**src/rtl/ops_pkg.sv**
```systemverilog
// ops_pkg: op-code constants and state enumeration shared by the ops_seq design and bench.
package ops_pkg;
    localparam logic [1:0] OP_ADD = 2'b00;
    localparam logic [1:0] OP_MOD = 2'b01;
    localparam logic [1:0] OP_AND = 2'b10;
    localparam logic [1:0] OP_OR  = 2'b11;
    typedef enum logic [1:0] {IDLE, CALC, DONE} state_t;
endpackage

```
**src/rtl/ops_seq_if.sv**
```systemverilog
// ops_seq_if: command/response handshake bundle between an initiator and ops_seq.
interface ops_seq_if #(parameter int W = 8) ();
    logic         cmd_valid;
    logic         cmd_ready;
    logic [W-1:0] cmd_a;
    logic [W-1:0] cmd_b;
    logic [1:0]   cmd_op;
    logic         rsp_valid;
    logic         rsp_ready;
    logic [W-1:0] rsp_data;
    logic         rsp_err;
    modport master (output cmd_valid, cmd_a, cmd_b, cmd_op, rsp_ready,
                    input  cmd_ready, rsp_valid, rsp_data, rsp_err);
    modport slave  (input  cmd_valid, cmd_a, cmd_b, cmd_op, rsp_ready,
                    output cmd_ready, rsp_valid, rsp_data, rsp_err);
endinterface

```
**src/rtl/ops_moddiv.sv**
```systemverilog
// ops_moddiv: restoring shift-subtract remainder, one iteration per cycle, W cycles from start.
module ops_moddiv #(parameter int W = 8) (
    input  logic         clk,
    input  logic         rst,
    input  logic         start,
    input  logic [W-1:0] a,
    input  logic [W-1:0] b,
    output logic         done,
    output logic [W-1:0] rem
);
    localparam int CW = $clog2(W + 1);
    logic [W-1:0]  r, q, d, nr;
    logic [W:0]    sh;
    logic [CW-1:0] cnt;
    logic          run;
    assign sh = {r, q[W-1]};
    // done flags the cycle whose edge performs the last iteration, so rem is the next remainder
    always_comb nr = (sh >= {1'b0, d}) ? W'(sh - {1'b0, d}) : sh[W-1:0];
    assign done = run && cnt == CW'(1);
    assign rem  = nr;
    always_ff @(posedge clk) begin
        if (rst) begin
            run <= 1'b0;
            cnt <= '0;
            r   <= '0;
            q   <= '0;
            d   <= '0;
        end else if (start) begin
            run <= 1'b1;
            cnt <= CW'(W);
            r   <= '0;
            q   <= a;
            d   <= b;
        end else if (run) begin
            run <= cnt != CW'(1);
            cnt <= cnt - CW'(1);
            r   <= nr;
            q   <= q << 1;
        end
    end
endmodule

```
**src/rtl/ops_seq.sv**
```systemverilog
// ops_seq: single-command arithmetic sequencer (ADD/MOD/AND/OR) with valid/ready handshakes.
module ops_seq
    import ops_pkg::*;
#(parameter int W = 8) (
    input  logic        clk,
    input  logic        rst,
    ops_seq_if.slave    bus,
    output logic        busy,
    output logic [15:0] done_cnt
);
    state_t       state;
    logic         accept, div_start, div_done;
    logic [W-1:0] alu, div_rem;
    assign bus.cmd_ready = state == IDLE;
    assign bus.rsp_valid = state == DONE;
    assign busy          = state != IDLE;
    assign accept        = bus.cmd_valid && bus.cmd_ready;
    assign div_start     = accept && bus.cmd_op == OP_MOD && bus.cmd_b != '0;
    always_comb alu = bus.cmd_op == OP_ADD ? bus.cmd_a + bus.cmd_b :
                      bus.cmd_op == OP_AND ? bus.cmd_a & bus.cmd_b :
                      bus.cmd_op == OP_OR  ? bus.cmd_a | bus.cmd_b : bus.cmd_a;
    ops_moddiv #(.W(W)) u_div (
        .clk(clk),
        .rst(rst),
        .start(div_start),
        .a(bus.cmd_a),
        .b(bus.cmd_b),
        .done(div_done),
        .rem(div_rem)
    );
    always_ff @(posedge clk) begin
        if (rst) begin
            state        <= IDLE;
            bus.rsp_data <= '0;
            bus.rsp_err  <= 1'b0;
            done_cnt     <= '0;
        end else begin
            case (state)
                IDLE: if (accept) begin
                    state <= div_start ? CALC : DONE;
                    if (!div_start) begin
                        bus.rsp_data <= alu;
                        bus.rsp_err  <= bus.cmd_op == OP_MOD;
                    end
                end
                CALC: if (div_done) begin
                    state        <= DONE;
                    bus.rsp_data <= div_rem;
                    bus.rsp_err  <= 1'b0;
                end
                DONE: if (bus.rsp_ready) begin
                    state    <= IDLE;
                    done_cnt <= done_cnt + 16'd1;
                end
                default: state <= IDLE;
            endcase
        end
    end
endmodule
```
**src/flat_wrapper.sv**
```systemverilog
// flat-port wrapper written by rule: the top's interface ports become plain ports
module ops_seq_flat import ops_pkg::*;
#(parameter int W = 8)
  (clk, rst, busy, done_cnt, bus_cmd_valid, bus_cmd_a, bus_cmd_b, bus_cmd_op, bus_rsp_ready, bus_cmd_ready, bus_rsp_valid, bus_rsp_data, bus_rsp_err);
  ops_seq_if #(.W(W)) bus_i ();
  input  logic clk;
  input  logic rst;
  output logic busy;
  output logic [15:0] done_cnt;
  input wire logic [$bits(bus_i.cmd_valid)-1:0] bus_cmd_valid;
  input wire logic [$bits(bus_i.cmd_a)-1:0] bus_cmd_a;
  input wire logic [$bits(bus_i.cmd_b)-1:0] bus_cmd_b;
  input wire logic [$bits(bus_i.cmd_op)-1:0] bus_cmd_op;
  input wire logic [$bits(bus_i.rsp_ready)-1:0] bus_rsp_ready;
  output wire logic [$bits(bus_i.cmd_ready)-1:0] bus_cmd_ready;
  output wire logic [$bits(bus_i.rsp_valid)-1:0] bus_rsp_valid;
  output wire logic [$bits(bus_i.rsp_data)-1:0] bus_rsp_data;
  output wire logic [$bits(bus_i.rsp_err)-1:0] bus_rsp_err;
  assign bus_i.cmd_valid = bus_cmd_valid;
  assign bus_i.cmd_a = bus_cmd_a;
  assign bus_i.cmd_b = bus_cmd_b;
  assign bus_i.cmd_op = bus_cmd_op;
  assign bus_i.rsp_ready = bus_rsp_ready;
  assign bus_cmd_ready = bus_i.cmd_ready;
  assign bus_rsp_valid = bus_i.rsp_valid;
  assign bus_rsp_data = bus_i.rsp_data;
  assign bus_rsp_err = bus_i.rsp_err;
  ops_seq #(.W(W)) u_core (.clk(clk), .rst(rst), .bus(bus_i), .busy(busy), .done_cnt(done_cnt));
endmodule
```
**config.mk**
```make
export PLATFORM = sky130hd
export DESIGN_NAME = ops_seq_flat
export DESIGN_NICKNAME = d
export VERILOG_FILES = /design/src/rtl/ops_pkg.sv /design/src/rtl/ops_seq_if.sv /design/src/rtl/ops_moddiv.sv /design/src/rtl/ops_seq.sv /design/src/flat_wrapper.sv
export SDC_FILE = /design/constraint.sdc
export NUM_CORES = 1
export LEC_CHECK = 0
export CAP_MARGIN = 10
export CORE_MARGIN = 2
export CORE_UTILIZATION = 60
export DETAILED_ROUTE_END_ITERATION = 12
export HOLD_SLACK_MARGIN = 0.15
export PLACE_DENSITY = 0.95
export SLEW_MARGIN = 5
export SYNTH_ARGS = -nofsm -noshare
export SYNTH_HDL_FRONTEND = slang
export SYNTH_SLANG_ARGS = --single-unit
```
**constraint.sdc**
```tcl
create_clock -name clk -period 4.5 [get_ports clk]
set_clock_uncertainty 0.15 [all_clocks]
set_input_delay 0.9 -clock clk [delete_from_list [all_inputs] [get_ports clk]]
set_output_delay 0.9 -clock clk [all_outputs]
set_load 0.03 [all_outputs]
```
---- Word-level counts from Yosys, hierarchy flattened ----
Index checks and enable logic that the tools add are counted.
cells by class
  $lt $le $gt $ge ......................... 1
  bitwise operators ....................... 2
  add/sub/neg operators ................... 4
  eq/ne operators ......................... 11
  multiplexer cells ....................... 23
  reduce and logical (&&, ||, !) cells .... 14
operators by type and width
  kind                                                                number
  8-bit two-way mux                                                   9
  16-bit by 1-bit adder with 16-bit output, second input constant     1
  8-bit one-hot mux with 2 select lines                               1
  9-bit by 8-bit greater-or-equal comparator with 1-bit output        1
  8-bit adder                                                         1
  8-bit AND                                                           1
  2-bit two-way mux                                                   4
  4-bit two-way mux                                                   2
  8-bit OR                                                            1
  8-bit nonzero test                                                  1
  8-bit subtractor                                                    1
  2-bit == test, second input constant                                3
  2-bit != test, second input constant                                3
  2-bit one-hot mux with 3 select lines                               1
  2-bit nonzero test                                                  3
  1-bit two-way mux                                                   5
  2-bit by 1-bit == test with 1-bit output, second input constant     2
  4-bit by 1-bit == test with 1-bit output, second input constant     1
  1-bit logical AND                                                   4
  2-bit zero test                                                     2
  4-bit by 1-bit != test with 1-bit output, second input constant     1
  4-bit AND reduction                                                 1
  4-bit by 1-bit subtractor with 4-bit output, second input constant  1
  3-bit AND reduction                                                 1
  4 further kinds                                                     4
word-level totals
  output and inout port bits .............. 28
  input port bits ......................... 22
  register bits ........................... 56
  word-level logic and storage cells ...... 65

---- Depth between registers and ports, before layout ----
  depth after elaboration ................. 7
  gate-level depth with buffers ........... 9
  gate-level depth less buffers ........... 9

---- By module ----
A second synthesis with hierarchy kept.
unflattened totals
  cells, all modules ...................... 461
  area, all modules ....................... 3698.5 µm²
modules (own cells, without submodules)
  module      sequential area each (µm²)  instances  cells each  area an instance (µm²)
  ops_seq     540.5                       1          240         1934.4
  ops_moddiv  580.6                       1          221         1764.2

---- Least setup slack after synthesis ----
Ideal clock, no wire load.
  path kind ............................... in2reg
  start point ............................. input port bus_cmd_b[3]
  end point ............................... register u_core.bus.rsp_data[7]
  arrival time ............................ 2.437 ns
  setup slack ............................. 1.810 ns
  buffers on the path ..................... 0
  required time ........................... 4.247 ns
  setup time .............................. 0.103 ns
  stages .................................. 8
  path through ............................ inv_1 -> ha_1 -> a21oi_1 -> o22ai_1 -> o21a_1 -> o21ai_0 -> mux2_2 -> a2111oi_2
on the way
  word-level cells in the longest chain between the ends .. 5
  elaborated cells on any way between the ends .. 9
  those cells by class .................... 1 x add/sub; 1 x eq/ne; 4 x mux; 3 x reduce/logical
RTL lines
  item                                   line                source
  start, declared                        flat_wrapper.sv:12  input wire logic [$bits(bus_i.cmd_b)-1:0] bus_cmd_b;
  8-bit adder                            ops_seq.sv:19       always_comb alu = bus.cmd_op == OP_ADD ? bus.cmd_a + bus.cmd_b :
  8-bit two-way mux                      ops_seq.sv:19
  8-bit two-way mux                      ops_seq.sv:41       if (!div_start) begin
  8-bit two-way mux                      ops_seq.sv:39       IDLE: if (accept) begin
  8-bit one-hot mux with 2 select lines  ops_seq.sv:38       case (state)
  end signal, assigned                   ops_seq.sv:42       bus.rsp_data <= alu;
  end signal, assigned                   ops_seq.sv:48       bus.rsp_data <= div_rem;
  end, declared                          ops_seq_if.sv:15    output cmd_ready, rsp_valid, rsp_data, rsp_err);
Parallel ways exist; a longest one is shown, timed or not. The select of a mux whose other input is x is not followed.
A chain may end at the register's enable or synchronous reset.

---- Worst setup path in the final report ----
  start point ............................. input port bus_cmd_b[0]
  end point ............................... register u_core.bus.rsp_data[4]
The elaborated chain is that of the path after synthesis.

==> impl_metrics.ini <==
[finish]
postLayoutCellArea_sq_um = 4272
drive_gt1_frac = 0.06211
n_antenna_cell = 0
finalNetCount = 533
area_growth_pct = 18.67

[routing]
wl_per_cell_um = 17.21
drtIter0Drc = 243
drtPass1Iterations = 5
ant_nets = 0
totalWireLength_mm = 9.603
vias = 3512
via_per_inst = 6.294
drc = 0

[global_routing]
grt_pass1_wl_mm = 15.16
grt_usage = 0.2955
grt_pass1_vias = 3238
antenna_found_initial = 0
grt_max_degree = 37
grt_overflow = 0

[yosys]
yosysWarnings = 0
synth_seq_cells = 56
synth_xor_xnor_area_share = 0.05109
yosysSeqAreaShare = 0.3114
synth_simple_gate_area_frac = 0.2120
synth_nets = 491
syn_area_per_cell_sq_um = 8.181
synth_top_family_by_area = compound AO/OA/AOI/OAI gates
synth_compound_area_frac = 0.2131
synth_cell_types = 56
async_flop_share = 0
synthAdderAreaFrac = 0.1050
synth_cells = 440
synth_ff_type = dfxtp_1
syn_area_sq_um = 3600
synth_mux_area_frac = 0.04762
synth-edff-count = 0

[timing]
setup_viol = 0
fin_setup_tns_ns = 0
hold_viol = 0
relSlewSlack = 0.3106
grt_setup_unrepaired = no
fin_crit_ns = 3.256
drv_slew = 0
max_freq_mhz = 307.1
post-route-period-util = 0.7236
worst_slew_pin_slew_ns = 1.032

[power_and_ir_drop]
p_leak_nw = 1.716
peakVddDrop_mv = 0.1687
powerDensity_nw_per_um2 = 295.5

[placed_design]
dp_hpwl_mm = 7.012
port_buffers = 49
place_area_sq_um = 4160
routabilityCongestion = 0.9147

[floorplan]
die_h_um = 81.46
start_util = 0.6153
num_rows = 28
ios = 50
die_x_um = 81.46
core-area_sq_um = 5851
dieArea_sq_um = 6635

[clock_tree]
post_cts_resized = 0
postCtsHoldBufs = 0
tritoncts = yes
h-tree-depth = 2
clk_path_buf_depth = 2
cts_made_buffers = 5
path_clk_slew_ns = 0.10
clk_root_buffer_cell = clkbuf_8
post_cts_buffers = 0
numClockSinks = 56
clock_latency_ns = 0.33

[worst_setup_path]
critPathKind = input port to register
cp-end-kind = register
critPathLaunchType = input port
crit_path_max_fanout = 4
critPathArrivalTime_ns = 3.32
worst_ep_required_time_ns = 4.56

[run]
drv_cap = 0

[hold_path]
holdCritPathClass = register to register

[outcome]
status = finished, final reports clean
area by class of cell:
type | count | area, sq um
fillers | 424 | 1579
inverters | 35 | 131.4
well taps | 75 | 93.84
clock inverters | 2 | 38.79
flip-flops and latches | 56 | 1121
multi-input cells | 327 | 2263
repair buffers | 57 | 550.5
clock buffers | 6 | 72.57
worst max-delay path, stage by stage:
cell	delay (ns)
clkdlybuf4s50_1	0.54
ha_1	0.22
inv_1	0.08
fa_1	0.42
nor2b_1	0.18
o31a_1	0.18
nor2_1	0.05
a221o_1	0.35
a31oi_1	0.28
a31oi_1	0.12
per-layer routing:
metal	global-route usage	share of wire	vias to the layer above
met1	0.3683	0.42	1681
met4	0.1136	0.024	0
met2	0.5082	0.49	163
met3	0.05165	0.068	24
li1	-	-	1644
met5	0	0	-
cell families (layout without fill, tap and decap cells):
family | count (synthesis) | in the layout
DFF | 56 | 56
muxes | 13 | 13
AOI/OAI and AO/OA | 111 | 111
xor gates and xnor gates | 21 | 21
adders and majority gates | 29 | 29
buffers and inverters | 57 | 100
and+or+nand+nor | 153 | 153
per-stage QoR:
step | instances | setup WS [ns] | util | hold slack [ns] | power [mW]
6_report | 558 | 1.244 | 0.7301 | 0.3452 | 1.262
5_1_grt | 558 | 1.130 | 0.7301 | 0.3634 | 1.304
4_1_cts | 558 | 1.270 | 0.7301 | 0.3451 | 1.252
3_5_place_dp | 550 | 0.9758 | 0.7111 | 0.3417 | 0.9144
3_3_place_gp | 550 | 1.076 | 0.7111 | 0.3181 | 0.8997
2_1_floorplan | 440 | 1.810 | - | 0.3147 | 0.8016
layout by cell type (no fill, tap or decap), types with 6 or more instances in the layout:
master / instances
nand4_1: 8
nand2_1: 15
dfxtp_1: 56
a21oi_1: 30
ha_1: 27
xnor2_1: 10
and3_1: 9
nand3_1: 12
xor2_1: 11
mux2i_1: 7
nor2_1: 63
nand2b_1: 6
o21ai_0: 19
a211oi_1: 22
buf_4: 8
inv_1: 35
nor2b_1: 12
clkdlybuf4s50_1: 49
flip-flops by register name, indices dropped and copies added (netlist names):
name                 flops
u_core.done_cnt         16
u_core.bus.rsp_data      8
u_core.u_div.d           8
u_core.u_div.q           8
u_core.u_div.r           8
u_core.u_div.cnt         4
u_core.state             2
u_core.bus.rsp_err       1
u_core.u_div.run         1
cell usage after synthesis (4+ instances only):
master / count / area [sq um]
and3_1: 9 / 56.30
nor2_1: 63 / 236.5
o21ai_0: 19 / 95.09
nand2b_1: 6 / 37.54
and2_1: 4 / 25.02
xor2_1: 11 / 96.34
a31oi_1: 5 / 31.28
nand4_1: 8 / 50.05
nand3_1: 12 / 60.06
or3_1: 5 / 31.28
a21oi_1: 30 / 150.1
ha_1: 27 / 337.8
clkbuf_1: 20 / 75.07
nor4_1: 5 / 31.28
a211oi_1: 22 / 165.2
nand2_1: 15 / 56.30
nor2b_1: 12 / 75.07
xnor2_1: 10 / 87.58
inv_1: 35 / 131.4
o21a_1: 4 / 30.03
dfxtp_1: 56 / 1121
mux2i_1: 7 / 70.07
path summary, 6_finish.rpt:
path                                    startpoint                      to  slack [ns]  cells after the start
worst max-delay path                  bus_cmd_b[0]  u_core.bus.rsp_data[4]        1.24                     10
worst min-delay path            u_core.bus.rsp_err      u_core.bus.rsp_err        0.35                      2
worst max register to register   u_core.u_div.d[6]  u_core.bus.rsp_data[3]        1.67                      7
worst min register to register  u_core.bus.rsp_err      u_core.bus.rsp_err        0.35                      2
where the power goes:
part	switching, mW	internal, mW	leakage (nW)
Combinational	0.221	0.161	1.20
Sequential	0.0179	0.519	0.455
Clock	0.175	0.169	0.0558
Total	0.414	0.848	1.72
Note: power is estimated with default switching activity, not from simulation.
